`config.mk`:
```
export PLATFORM = sky130hd
export DESIGN_NAME = reservation_station
export DESIGN_NICKNAME = d
export VERILOG_FILES = /design/src/rtl/reservation_station.sv
export SDC_FILE = /design/constraint.sdc
export NUM_CORES = 1
export LEC_CHECK = 0
export CAP_MARGIN = 20
export CORE_AREA = 5 5 221 223
export CTS_BUF_LIST = sky130_fd_sc_hd__clkbuf_8
export DETAILED_ROUTE_END_ITERATION = 12
export DIE_AREA = 0 0 226 228
export DONT_BUFFER_PORTS = 1
export PLACE_DENSITY = 0.51
export SYNTH_ARGS = -nofsm -noshare
export SYNTH_HDL_FRONTEND = slang
export SYNTH_SLANG_ARGS = --single-unit
```
`constraint.sdc`:
```
create_clock -name clk -period 2.4 [get_ports clk]
set_input_delay 0.24 -clock clk [delete_from_list [all_inputs] [get_ports clk]]
set_output_delay 0.24 -clock clk [all_outputs]
set_load 0.03 [all_outputs]
```
`src/rtl/reservation_station.sv`:
```
// Single-entry Tomasulo reservation station.
// The entry holds one dispatched instruction and its operands. While it waits,
// it snoops the CDB for operands that are still pending. It asks its FU to
// execute once both operands are present, and it frees itself when its own
// ROB tag is broadcast on the CDB.
//
// Optional feature: define RS_FLUSH_EN to add a `flush` input. Flush squashes
// the entry on the next edge, exactly like reset (reset > flush > enable).
//
// Ports:
//   clk, reset (sync, active-high)
//   enable                      allocate: latch all *_in fields
//   dispatched_in               FU accepted the instruction (sticky)
//   q1/q2_valid_in, q1/q2_in    pending-operand flag and producer ROB tag
//   v1/v2_in                    operand values
//   control_signals_in          decoded control struct
//   rob_tag_in                  destination ROB tag
//   pc_plus_four_in, predicted_next_instruction_in, branch_prediction_in
//                               passthroughs for branch resolution
//   cdb_valid, cdb_rob_tag, cdb_data
//                               common data bus broadcast
//   *_out                       registered entry contents
//   busy                        entry occupied
//   ready_to_execute            request to FU, decoded from state
//   flush                       (RS_FLUSH_EN only) squash entry

package reservation_station_pkg;

  // Decoded control bundle carried alongside the instruction.
  typedef struct packed {
    logic [6:0] opcode;
    logic [2:0] funct3;
    logic [6:0] funct7;
    logic       reg_write;
    logic       mem_read;
    logic       mem_write;
    logic       branch;
    logic       alu_src;
  } control_signal_bus;

endpackage

module reservation_station
  import reservation_station_pkg::*;
#(
  parameter int unsigned XLEN      = 32,
  parameter int unsigned TAG_WIDTH = 32
) (
  input  logic                 clk,
  input  logic                 reset,
`ifdef RS_FLUSH_EN
  input  logic                 flush,
`endif
  input  logic                 enable,
  input  logic                 dispatched_in,
  input  logic                 q1_valid_in,
  input  logic                 q2_valid_in,
  input  logic [TAG_WIDTH-1:0] q1_in,
  input  logic [TAG_WIDTH-1:0] q2_in,
  input  logic [XLEN-1:0]      v1_in,
  input  logic [XLEN-1:0]      v2_in,
  input  control_signal_bus    control_signals_in,
  input  logic [TAG_WIDTH-1:0] rob_tag_in,
  input  logic [XLEN-1:0]      pc_plus_four_in,
  input  logic [XLEN-1:0]      predicted_next_instruction_in,
  input  logic                 branch_prediction_in,
  input  logic                 cdb_valid,
  input  logic [TAG_WIDTH-1:0] cdb_rob_tag,
  input  logic [XLEN-1:0]      cdb_data,
  output logic                 q1_valid_out,
  output logic                 q2_valid_out,
  output logic [TAG_WIDTH-1:0] q1_out,
  output logic [TAG_WIDTH-1:0] q2_out,
  output logic [XLEN-1:0]      v1_out,
  output logic [XLEN-1:0]      v2_out,
  output control_signal_bus    control_signals_out,
  output logic [TAG_WIDTH-1:0] rob_tag_out,
  output logic [XLEN-1:0]      pc_plus_four_out,
  output logic [XLEN-1:0]      predicted_next_instruction_out,
  output logic                 branch_prediction_out,
  output logic                 busy,
  output logic                 ready_to_execute
);

  logic dispatched;
  logic clear;

  // Squash sources; both clear the entry identically.
`ifdef RS_FLUSH_EN
  assign clear = reset | flush;
`else
  assign clear = reset;
`endif

  // CDB matches: bypass at allocation, snoop while waiting, own-tag release.
  logic bypass1, bypass2, snoop1, snoop2, release_hit;

  always_comb begin
    bypass1     = cdb_valid && q1_valid_in && (cdb_rob_tag == q1_in);
    bypass2     = cdb_valid && q2_valid_in && (cdb_rob_tag == q2_in);
    snoop1      = cdb_valid && q1_valid_out && (cdb_rob_tag == q1_out);
    snoop2      = cdb_valid && q2_valid_out && (cdb_rob_tag == q2_out);
    release_hit = busy && cdb_valid && (cdb_rob_tag == rob_tag_out) && !enable;
  end

  // Entry state register: clear > allocate > release > snoop/dispatch.
  always_ff @(posedge clk) begin
    if (clear || (!enable && release_hit)) begin
      busy                           <= 1'b0;
      dispatched                     <= 1'b0;
      q1_valid_out                   <= 1'b0;
      q2_valid_out                   <= 1'b0;
      q1_out                         <= '0;
      q2_out                         <= '0;
      v1_out                         <= '0;
      v2_out                         <= '0;
      control_signals_out            <= '0;
      rob_tag_out                    <= '0;
      pc_plus_four_out               <= '0;
      predicted_next_instruction_out <= '0;
      branch_prediction_out          <= 1'b0;
    end else if (enable) begin
      busy                           <= 1'b1;
      dispatched                     <= 1'b0;
      q1_valid_out                   <= bypass1 ? 1'b0 : q1_valid_in;
      q2_valid_out                   <= bypass2 ? 1'b0 : q2_valid_in;
      q1_out                         <= bypass1 ? '0 : q1_in;
      q2_out                         <= bypass2 ? '0 : q2_in;
      v1_out                         <= bypass1 ? cdb_data : v1_in;
      v2_out                         <= bypass2 ? cdb_data : v2_in;
      control_signals_out            <= control_signals_in;
      rob_tag_out                    <= rob_tag_in;
      pc_plus_four_out               <= pc_plus_four_in;
      predicted_next_instruction_out <= predicted_next_instruction_in;
      branch_prediction_out          <= branch_prediction_in;
    end else if (busy) begin
      if (snoop1) begin
        v1_out       <= cdb_data;
        q1_out       <= '0;
        q1_valid_out <= 1'b0;
      end
      if (snoop2) begin
        v2_out       <= cdb_data;
        q2_out       <= '0;
        q2_valid_out <= 1'b0;
      end
      if (dispatched_in) begin
        dispatched <= 1'b1;
      end
    end
  end

  // FU request: entry present, no pending operand, not yet accepted.
  assign ready_to_execute = busy & ~q1_valid_out & ~q2_valid_out & ~dispatched;

endmodule

```
==> results.yml, run 1 <==
status:
  status: "aborted with a tool error"
  lastStage: "clock tree synthesis (4_1_cts)"
  firstError: "[ERROR RSZ-0060] Max buffer count reached."
yosys:
  synth_seq_cells: 251
  ys_seq_area_share_pct: 39.7
  synth.distinct_cells: 41
  synth_area_sq_um: 12700
  synthCells: 1428
  yosys_most_used_dff: "dfxtp_1"
  syn_area_per_cell_sq_um: 8.87
  synthArstFlopShare_pct: 0
  synth-edff-count: 0
  yosysWarnings: 0
  syn-num-nets: 1746
floorplanning:
  ios: 569
  die_h_microns: 228
  num_rows: 79
  initial_core_util_pct: 27.3
  dieWidth_microns: 226
clock_tree:
  clockBufferDepth: 3
  cts_setup_buffers: 0
  root_buffer: "clkbuf_8"
  htreeDepth: 2
  cts-resized-gates: 0
  cts.sinks: 251
  numCtsBuffers: 46
  hold_buffers: 423
placement:
  io_buffers: 0
  dp_hpwl_microns: 43900
  place_congestion: 0.909
[kinds of logic after synthesis]
logic type	share of synthesized area (%)
AOI/OAI and AO/OA	17.2
muxes	9.40
buffers and inverters	7.00
and+or+nand+nor	15.6
xor gates and xnor gates	11.2
DFF	39.7
[per-stage QoR]
stage	util [%]	cell area (sq um)	instances	worst slack [ps]
floorplan	-	12700	1428	430
detailed placement	29.8	13800	2025	82.2
global placement	29.8	13800	2025	147
[synthesized netlist by cell type (all sizes together), types with 2 or more instances]
library cell | n | area (sq um)
a31oi | 66 | 413
nand3 | 4 | 20.0
xor2 | 9 | 78.8
nor2 | 254 | 953
a41oi | 2 | 17.5
nor3b | 2 | 25.0
mux2i | 119 | 1190
a41o | 2 | 20.0
clkbuf | 39 | 208
a22oi | 66 | 495
a311oi | 64 | 561
buf | 100 | 633
nor4 | 9 | 92.6
dlygate4sd1 | 3 | 26.3
nand2 | 67 | 251
inv | 2 | 7.51
nand4 | 44 | 275
nor4b | 2 | 17.5
a21oi | 129 | 646
nor3 | 6 | 46.3
xnor2 | 150 | 1340
nor2b | 2 | 12.5
and2b | 30 | 260
dfxtp | 251 | 5020
==> inputs of run 2 (changes only) <==
- CORE_AREA: 5 5 221 223 -> not set
- CORE_MARGIN: not set -> 5
- CORE_UTILIZATION: not set -> 20
- CTS_BUF_LIST: sky130_fd_sc_hd__clkbuf_8 -> not set
- DIE_AREA: 0 0 226 228 -> not set
- PLACE_DENSITY: 0.51 -> not set
- PLACE_DENSITY_LB_ADDON: not set -> 0.15
==> results.yml, run 2 <==
status:
  status: "finished, final reports clean"
sta:
  rsz0062_at_grt: "no"
  hold_ws_ps: 48.6
  timing.fmax_mhz: 442
  slew_violations: 0
  worst_slack_ps: 138
  slew_headroom_pct: 52.6
  fin_crit_sh_pct: 94.3
  finalSetupViolCount: 0
  worstMarginPinSlew_ps: 709
  fin_crit_ps: 2260
  finalClockSkew_ps: 26.2
  hold_viol_final: 0
final_layout:
  area_growth_pct: 53.2
  final_core_util_pct: 30.8
  final_cells: 2731
  drive_above_1_share_pct: 12.7
  final_cell_mix: "dlygate4sd3_1 (401), nor2_1 (252), dfxtp_1 (251)"
  fillers: 6576
  antenna_cells: 0
  nNetsFinal: 2178
  final_common_cell: "dlygate4sd3_1"
setup_path:
  crit_chain: "xnor2_1 -> nand4_1 -> nor4_4 -> a41o_2 -> buf_12 -> nor2_1 -> a311oi_1"
  r2r_slack_ps: 140
  rr_worst_depth: 7
  worstPathArrival_ps: 2710
  slowest_stage: "nor4_4"
  max_stage_delay_ps: 420
  reg2reg_to: "v1_out[7]"
  timing.rr.start: "q1_out[16]"
  crit_fanout: 64
  cp_top_family: "simple AND/OR/NAND/NOR gates"
  worst-path-stages: 7
  timing.critical_path.buf_inv: 1
  critPathRequiredTime_ps: 2840
  worstSetupEndpointType: "register"
  crit_type: "register to register"
  start_kind: "register"
worst_hold_path:
  min_to: "v1_out[13]"
  hold_class: "input pin to register"
  worstHoldPathCells: 4
  hold_path_startpoint: "v1_in[13]"
global_routing:
  grt_pass1_vias: 13800
  grt-ovfl-total: 0
  grt_pass1_wl_microns: 100000
  grt_max_degree: 221
  antenna_found_initial: 1
  grtUsageTotal_pct: 19.8
placement:
  io_buffers: 0
  place_congestion: 0.815
  dp_hpwl_microns: 48500
  dp_cells: 2269
  dp_slack_ps: -5.67
yosys:
  synth-edff-count: 0
  synth.area.top_cells: "dfxtp_1 (40%), xnor2_1 (10%), mux2i_1 (9.4%), nor2_1 (7.5%), a21oi_1 (5.1%)"
  synth_seq_cells: 251
  yosysTopAreaCellShare_pct: 39.7
  synthArstFlopShare_pct: 0
  synth_top_cell_by_area: "dfxtp_1"
  syn_area_per_cell_sq_um: 8.87
  synthCells: 1428
  yosys_most_used_dff: "dfxtp_1"
  yosysWarnings: 0
  synthTopCellsByCount: "nor2_1 (254), dfxtp_1 (251), xnor2_1 (147)"
  synth.most_common_cell: "nor2_1"
  synth.distinct_cells: 41
  ys_seq_area_share_pct: 39.7
  syn-num-nets: 1746
  synth_area_sq_um: 12700
floorplanning:
  ios: 569
  die_h_microns: 262
  dieArea_sq_um: 68500
  num_rows: 92
  dieWidth_microns: 262
  fp.coreArea_sq_um: 63000
  initial_core_util_pct: 20.1
clock_tree:
  numCtsBuffers: 34
  htreeDepth: 2
  cts_setup_buffers: 0
  path_clk_slew_ps: 60
  clockBufferDepth: 3
  cts.sinks: 251
  clk-insertion-delay-late_ps: 550
  cts_tree: "yes"
  root_buffer: "clkbuf_16"
route:
  wl_per_cell_microns: 26.3
  drc: 0
  dr.pass1.iters: 5
  wl_microns: 71900
  route.antenna.remaining_nets: 0
  vias: 13200
  initialDrtViolationCount: 972
  via_per_inst: 4.83
pwr:
  power_density_nw_per_um2: 662
  peakVddDrop_mv: 0.442
  p_leak_nw: 7.54
run:
  drv_cap: 0
## run 2: through the flow
| step | power, mW | instance area (sq um) | setup TNS (ps) |
|---|---|---|---|
| 5_1_grt | 13.4 | 19400 | 0 |
| 4_1_cts | 13.0 | 19400 | 0 |
| 6_report | 12.9 | 19400 | 0 |
| 2_1_floorplan | 6.25 | 12700 | 0 |
| 3_3_place_gp | 6.64 | 14200 | -239 |
| 3_5_place_dp | 6.65 | 14200 | -13.6 |
## run 2: per-layer routing
| metal | GRT usage, % | vias to the layer above | wire length [microns] |
|---|---|---|---|
| li1 | - | 5945 | - |
| met1 | 23.4 | 6462 | 28100 |
| met2 | 33.6 | 644 | 34200 |
| met3 | 7.33 | 142 | 7490 |
| met4 | 5.75 | 0 | 2130 |
| met5 | 0 | - | 0 |
## run 2: layout make-up
class / count / area [sq um] / share of cell area [%]
timing repair buffer: 539 / 5250 / 27.1
clock inverter: 11 / 228 / 1.17
sequential: 251 / 5020 / 25.9
inverter: 2 / 7.51 / 0.0387
tap: 846 / 1060 / 5.45
clock buffer: 50 / 981 / 5.05
multi-input combinational: 1032 / 6860 / 35.3
## run 2: cells by family after synthesis
family,after synthesis,synth area share [%]
AO/OA/AOI/OAI,332,17.2
XOR/XNOR,159,11.2
buffers and inverters,145,7.00
flip-flops,251,39.7
multiplexers,119,9.40
AND/OR/NAND/NOR,422,15.6
## run 2: tightest hold or removal path, cell delays in order
cell and delay [ps]:
nand2_1 40, a21oi_1 40, a31oi_1 130, a311oi_1 90
## run 2: power breakdown
part / internal (mW) / total (mW) / switching [mW]
combinational: 1.18 / 2.24 / 1.06
clock: 3.50 / 5.62 / 2.12
sequential: 4.44 / 5.00 / 0.563
## run 2: how the worst max path moves through the flow
stage | from | to | slack [ps]
6_report | q1_out[16] | v1_out[7] | 140
5_1_grt | q1_out[16] | v1_out[14] | 2
4_1_cts | q1_out[16] | v1_out[17] | 60
3_5_place_dp | cdb_rob_tag[18] | q1_out[11] | -6
3_3_place_gp | cdb_rob_tag[18] | q1_valid_out | -20
2_1_floorplan | rob_tag_out[12] | v1_out[18] | 430
## run 2: timing repair
item                                   in CTS  in global routing
hold buffers                              401                  0
endpoints found under the hold margin     251                  0
setup endpoints to repair                   0                 25
resized for setup                           0                  1
Note: power is estimated with default switching activity, not from simulation.
==> inputs of run 3 (changes only) <==
- CTS_CLUSTER_DIAMETER: not set -> 50
==> results.yml, run 3 (synthesized netlist as in run 2, its figures left out) <==
status:
  status: "finished, final reports clean"
route:
  initialDrtViolationCount: 983
  vias: 13100
  route.antenna.remaining_nets: 0
  drc: 0
  wl_microns: 71500
  dr.pass1.iters: 6
  via_per_inst: 4.83
  wl_per_cell_microns: 26.3
global_routing:
  antenna_found_initial: 2
  grt_pass1_vias: 13900
  grt_max_degree: 181
  grt_pass1_wl_microns: 100000
  grt-ovfl-total: 0
  grtUsageTotal_pct: 19.7
worst_hold_path:
  hold_path_startpoint: "v2_in[12]"
  hold_class: "input pin to register"
clock_tree:
  cts_setup_buffers: 0
  clk-insertion-delay-late_ps: 570
  htreeDepth: 2
  cts.sinks: 251
  root_buffer: "clkbuf_16"
  path_clk_slew_ps: 50
  cts_tree: "yes"
  clockBufferDepth: 3
  numCtsBuffers: 42
sta:
  worst_slack_ps: 134
  timing.fmax_mhz: 441
  finalClockSkew_ps: 19.2
  slew_headroom_pct: 59.4
  slew_violations: 0
  fin_crit_ps: 2270
  hold_ws_ps: 40.9
  finalSetupViolCount: 0
  hold_viol_final: 0
  setup_tns_ps: 0
  fin_crit_sh_pct: 94.4
  worstMarginPinSlew_ps: 605
setup_path:
  crit_fanout: 64
  crit_chain: "xnor2_1 -> nand4_1 -> nor4_4 -> a41o_2 -> buf_12 -> nor2_1 -> a311oi_1"
  timing.rr.start: "q1_out[16]"
  critPathRequiredTime_ps: 2870
  crit_type: "register to register"
  worstPathArrival_ps: 2730
  worstSetupEndpointType: "register"
  cp-startpoint: "q1_out[16]"
  start_kind: "register"
  slowest_stage: "nor4_4"
  max_stage_delay_ps: 420
final_layout:
  antenna_cells: 0
  final_common_cell: "dlygate4sd3_1"
  fillers: 6604
  final_cell_mix: "dlygate4sd3_1 (375), nor2_1 (252), dfxtp_1 (251)"
  final_core_util_pct: 30.8
  area_growth_pct: 53.1
  nNetsFinal: 2161
  final_cells: 2722
  fin_area_sq_um: 19400
  drive_above_1_share_pct: 13.7
floorplanning:
  num_rows: 92
  dieWidth_microns: 262
  die_h_microns: 262
  fp.coreArea_sq_um: 63000
  dieArea_sq_um: 68500
  ios: 569
  initial_core_util_pct: 20.1
pwr:
  finalPower_mw: 13.4
  power_density_nw_per_um2: 692
  p_leak_nw: 7.57
  peakVddDrop_mv: 0.460
placement:
  dp_hpwl_microns: 48500
  dp_slack_ps: -5.67
  place_congestion: 0.815
  dp_cells: 2269
  io_buffers: 0
  placed_area_sq_um: 14200
run:
  drv_cap: 0
## run 3: worst paths after layout
kind / slack (ps) / end / cells after the start
max reg2reg: 130 / v1_out[7] / 7
min: 40 / v2_out[12] / 4
min reg2reg: 540 / dispatched / 2
max: 130 / v1_out[7] / 7
## run 3: timing repair
| action | CTS | global route |
|---|---|---|
| endpoints found under the hold margin | 251 | 0 |
| setup endpoints to repair | 0 | 21 |
| resized for setup | 0 | 1 |
| hold buffers | 376 | 0 |
## run 3: area by class of cell
| cell class | count | area (sq um) | area share, % |
|---|---|---|---|
| Clock buffer | 57 | 1180 | 6.07 |
| Clock inverter | 20 | 248 | 1.28 |
| Inverter | 2 | 7.51 | 0.0387 |
| Multi-Input combinational cell | 1032 | 6860 | 35.4 |
| Sequential cell | 251 | 5020 | 25.9 |
| Tap cell | 846 | 1060 | 5.46 |
| Timing Repair Buffer | 514 | 5020 | 25.9 |
## run 3: metal layers
layer	global-route usage [%]	wire, microns	part of all wire (%)
met4	5.53	1930	2.7
met1	23.4	28300	40
met5	0	0	0
met3	7.17	7120	10
met2	33.7	34100	48
## run 3: power breakdown
group | switching [mW] | internal (mW) | total, mW
Combinational | 1.07 | 1.14 | 2.21
Sequential | 0.563 | 4.44 | 5.00
Clock | 2.38 | 3.82 | 6.20
## run 3: critical path, delay by kind of cell, from the launching register on
family | cells | cell delay [ps]
compound gates | 2 | 550
xor+xnor | 1 | 240
buf+inv | 1 | 260
flops | 1 | 320
simple gates | 3 | 690
